File: src/rtl/dr_pkg.sv
// rtl/dr_pkg.sv - dual-rail link types, rail indices and codeword helpers
package dr_pkg;

    localparam int DR_F = 0;
    localparam int DR_T = 1;

    typedef logic [1:0] dr_bit_t;

    typedef enum logic {
        WAIT_DATA,
        WAIT_NULL
    } dr_rx_state_e;

    function automatic logic dr_is_valid(input dr_bit_t b);
        return b[DR_T] ^ b[DR_F];
    endfunction

    function automatic logic dr_is_null(input dr_bit_t b);
        return ~(b[DR_T] | b[DR_F]);
    endfunction

    // An illegal 11 code decodes as '1' because only the true rail is looked at.
    function automatic logic dr_decode(input dr_bit_t b);
        return b[DR_T];
    endfunction

endpackage

File: src/rtl/dr_sync.sv
// rtl/dr_sync.sv - N-stage single-bit synchroniser with synchronous clear
module dr_sync #(
    parameter int N = 2
) (
    input  logic clk,
    input  logic rst,
    input  logic d,
    output logic q
);

    logic [N-1:0] stages;

    always_ff @(posedge clk) begin
        if (rst) begin
            stages <= '0;
        end else begin
            stages <= {stages[N-2:0], d};
        end
    end

    assign q = stages[N-1];

endmodule

File: src/rtl/dr_link_rx_sync.sv
// rtl/dr_link_rx_sync.sv - four-phase dual-rail link receiver into a clocked valid/ready word
module dr_link_rx_sync
    import dr_pkg::*;
#(
    parameter int    WIDTH       = 32,
    parameter string ENC         = "FP",
    parameter int    RAIL_NUM    = 2,
    parameter int    SYNC_STAGES = 2
) (
    input  logic                              clk,
    input  logic                              rst,
    input  logic [WIDTH-1:0][RAIL_NUM-1:0]    in,
    output logic                              ack_o,
    output logic [WIDTH-1:0]                  data_o,
    output logic                              valid_o,
    input  logic                              ready_i,
    output logic                              err_o
);

    if (ENC != "FP" || RAIL_NUM != 2 || SYNC_STAGES < 2) begin : g_bad_cfg
        $fatal(1, "dr_link_rx_sync: only four-phase dual-rail with >=2 sync stages is supported");
    end

    logic             all_valid;
    logic             all_null;
    logic             any_ill;
    logic             all_valid_s;
    logic             all_null_s;
    logic             any_ill_s;
    logic [WIDTH-1:0] decoded;
    dr_rx_state_e     state;

    // Completion detection runs on raw rails; only its synchronised result steers the FSM.
    always_comb begin
        all_valid = 1'b1;
        all_null  = 1'b1;
        any_ill   = 1'b0;
        decoded   = '0;
        for (int i = 0; i < WIDTH; i++) begin
            all_valid  = all_valid & dr_is_valid(in[i]);
            all_null   = all_null & dr_is_null(in[i]);
            any_ill    = any_ill | (in[i][DR_T] & in[i][DR_F]);
            decoded[i] = dr_decode(in[i]);
        end
    end

    dr_sync #(.N(SYNC_STAGES)) u_sync_valid (.clk(clk), .rst(rst), .d(all_valid), .q(all_valid_s));
    dr_sync #(.N(SYNC_STAGES)) u_sync_null  (.clk(clk), .rst(rst), .d(all_null),  .q(all_null_s));
    dr_sync #(.N(SYNC_STAGES)) u_sync_ill   (.clk(clk), .rst(rst), .d(any_ill),   .q(any_ill_s));

    always_ff @(posedge clk) begin
        if (rst) begin
            state   <= WAIT_DATA;
            ack_o   <= 1'b0;
            data_o  <= '0;
            valid_o <= 1'b0;
            err_o   <= 1'b0;
        end else begin
            err_o <= err_o | any_ill_s;
            if (valid_o && ready_i) begin
                valid_o <= 1'b0;
            end
            case (state)
                WAIT_DATA: begin
                    // Holding ack low while the buffer is full back-pressures the sender.
                    if (all_valid_s && (!valid_o || ready_i)) begin
                        data_o  <= decoded;
                        valid_o <= 1'b1;
                        ack_o   <= 1'b1;
                        state   <= WAIT_NULL;
                    end
                end
                WAIT_NULL: begin
                    if (all_null_s) begin
                        ack_o <= 1'b0;
                        state <= WAIT_DATA;
                    end
                end
                default: begin
                    ack_o <= 1'b0;
                    state <= WAIT_DATA;
                end
            endcase
        end
    end

endmodule

File: config.mk
export PLATFORM = sky130hd
export DESIGN_NAME = dr_link_rx_sync
export DESIGN_NICKNAME = d
export VERILOG_FILES = /design/src/rtl/dr_pkg.sv /design/src/rtl/dr_sync.sv /design/src/rtl/dr_link_rx_sync.sv
export SDC_FILE = /design/constraint.sdc
export NUM_CORES = 1
export LEC_CHECK = 0
export ABC_CLOCK_PERIOD_IN_PS = 1600
export CAP_MARGIN = 20
export CORE_UTILIZATION = 36
export DETAILED_ROUTE_END_ITERATION = 12
export GPL_ROUTABILITY_DRIVEN = 0
export PLACE_DENSITY_LB_ADDON = 0.25
export SLEW_MARGIN = 0
export SYNTH_ARGS = -nofsm -noshare
export SYNTH_HDL_FRONTEND = slang
export SYNTH_HIERARCHICAL = 1
export SYNTH_SLANG_ARGS = --single-unit
File: constraint.sdc
create_clock -name clk -period 1.6 [get_ports clk]
set_clock_uncertainty 0.1 [all_clocks]
set_input_delay 0.32 -clock clk [delete_from_list [all_inputs] [get_ports clk]]
set_output_delay 0.32 -clock clk [all_outputs]
set_load 0.02 [all_outputs]
==> qor.yml <==
timing:
  tightest_slew_ps: 279
  period_share_pct: 98.2
  fmax_mhz: 636
  rsz0062_at_grt: "true"
  maxSlewViolCount: 0
  setup_violations: 0
  slew-limit-headroom_pct: 81.2
  hold_viol: 0
  finalCriticalPeriod_ps: 1570
grt:
  overflow: 0
  grt_use_total_pct: 20.0
  grt_pass1_wl_um: 12800
  antenna_found_initial: 0
  first_global_vias: 2752
  grt_max_degree: 43
clock_tree:
  postCtsSetupBuffers: 0
  postCtsHoldBufs: 0
  path_clk_slew_ps: 90
  clkSinkCount: 42
  cts_root_buf: "clkbuf_8"
  numCtsBuffers: 5
  htreeDepth: 2
  clock_latency_ps: 300
  clk_path_buf_depth: 2
  cts_tree: "done"
detailed_routing:
  finalWirelength_um: 7870
  vias: 2703
  viasPerCell: 4.97
  drc: 0
  drt_iter0_drc: 90
  firstDrtPassIters: 4
  ant_nets: 0
  wl_per_cell_um: 14.5
setup_path:
  slowest_stage: "or4_4"
  cp.arrival_ps: 1710
  worstSetupStartpointType: "input pin"
  critPathRequiredTime_ps: 1740
  timing.rr.start: "state"
  setup.worst_path.start: "in[49]"
  crit_fanout: 3
  path_buf_inv: 2
  r2r_slack_ps: 390
  path_delay_family: "simple AND/OR/NAND/NOR gates"
  critPathMaxStageDelay_ps: 490
  cp_cell_sequence: "dlygate4sd2_1, inv_1, ha_1, nand4_1, or4_4, nor2_2, nor2b_1"
  end_kind: "register"
  crit_type: "input pin to register"
pwr:
  power.leakage_nw: 2.05
  peakVddDrop_v: 0.000297
  clock_power_share_pct: 32.4
  power.internal_mw: 1.57
  power_frac_seq_pct: 48.7
  total_power_mw: 2.16
  p_comb_share_pct: 18.9
  switching_power_uw: 592
  pwr_density_cell_mw_per_mm2: 528
  switching_share_pct: 27.4
hold_path:
  hold_start: "in[7]"
  hold_path_class: "input pin to register"
cells_and_area:
  final_area_mm2: 0.00409
  layout-drive-gt1-share_pct: 15.1
  layout_commonest_cell: "dlygate4sd2_1"
  diodes: 0
  area_growth_pct: 47.4
  fin_nets: 575
  fillers: 686
  final_cell_mix: "65 x dlygate4sd2_1, 61 x inv_1, 55 x ha_1"
synth:
  synth.avg_cell_area_um2: 8.25
  synthCells: 336
  synth.distinct_cells: 21
  syn_nets: 467
  netlist_area_mm2: 0.00277
  ys_seq_area_share_pct: 30.3
  ys_warn_count: 6
  synth_seq_cells: 42
floorplanning:
  start_util_pct: 37.8
  ios: 102
  coreArea_mm2: 0.00733
  dieArea_mm2: 0.00805
  die_x_um: 89.7
  die_y_um: 89.7
  rows: 31
placement:
  place_area_mm2: 0.00399
  detailedPlacementHpwl_um: 5940
  port_buffers: 101
job:
  max_cap_violations: 0
run_status:
  status: "finished clean"
-- worst min-delay path, stage by stage --
cell      delay (ps)
clkbuf_2         100
nand3_1           60
a21oi_1           50
-- repair_timing --
item	4_1_cts	5_1_grt
endpoints found under the setup margin	38	3
gates resized for setup	127	50
gates cloned	0	0
hold endpoints to repair	0	0
pin swaps	14	11
-- registers in the layout (all words and copies together) (netlist names) --
name / cells
data_o: 32
ack_o: 1
u_sync_ill/stages: 2
u_sync_null/stages: 2
err_o: 1
valid_o: 1
u_sync_valid/stages: 2
state: 1
-- power by group through the flow --
stage	logic, mW	clock network, mW	registers (mW)
6_report	0.408	0.699	1.05
5_1_grt	0.457	0.767	1.05
4_1_cts	0.393	0.738	1.05
3_5_place_dp	0.425	0	1.07
3_3_place_gp	0.416	0	1.07
2_1_floorplan	0.133	0	1.08
-- worst paths after layout --
check                           depth (start not counted)                     end
worst max-delay path                                    7  u_sync_valid/stages[0]
worst min-delay path                                    3               data_o[3]
worst max register to register                          4              data_o[13]
worst min register to register                          1   u_sync_null/stages[1]
-- layout make-up --
type	count	area, µm²	share of cell area (%)
clock buffers	5	68.8	1.68
clock inverters	3	21.3	0.521
inverters	64	240	5.88
multi-input cells	212	1750	42.7
flip-flops and latches	42	841	20.6
well taps	99	124	3.03
repair buffers	119	1050	25.6
-- synthesized netlist by cell type --
library cell	instances	area, µm²
clkbuf_1	3	11.3
a21oi_1	35	175
nor4_1	8	50.1
o21ai_1	11	55.1
and2b_1	1	7.51
inv_1	64	240
ha_1	64	801
nand3_1	32	160
nand2_1	3	11.3
or4_1	4	30.0
dfxtp_1	42	841
nor2_1	4	15.0
o21ai_0	21	105
nand2b_2	1	8.76
or2_2	1	6.26
buf_4	4	30.0
clkbuf_2	3	15.0
nand4_1	18	113
nand2b_1	2	12.5
nor2b_1	7	43.8
buf_2	8	40.0
-- kinds of logic after synthesis --
kind of cell	count (synthesis)	share of synthesized area [%]
AOI/OAI and AO/OA	67	12.1
buffers and inverters	82	12.1
and+or+nand+nor	81	16.5
adders and majority gates	64	28.9
DFF	42	30.3
-- per-layer routing --
layer	track usage, %	wire length, µm
met3	4.48	364
met4	6.28	146
met2	36.2	3900
met5	0	0
met1	23.2	3460
-- stage by stage --
step	setup TNS (ps)	hold slack (ps)	setup slack [ps]	utilization [%]	instances
floorplan	0	292	58.5	-	336
global placement	-2410	321	-731	54.5	537
detailed placement	-3150	329	-754	54.5	537
CTS	0	315	2.56	55.3	544
global route	-33.4	200	-33.4	55.7	544
finish	0	180	28.6	55.7	544
No activity file was read; power rests on OpenSTA's default activity.
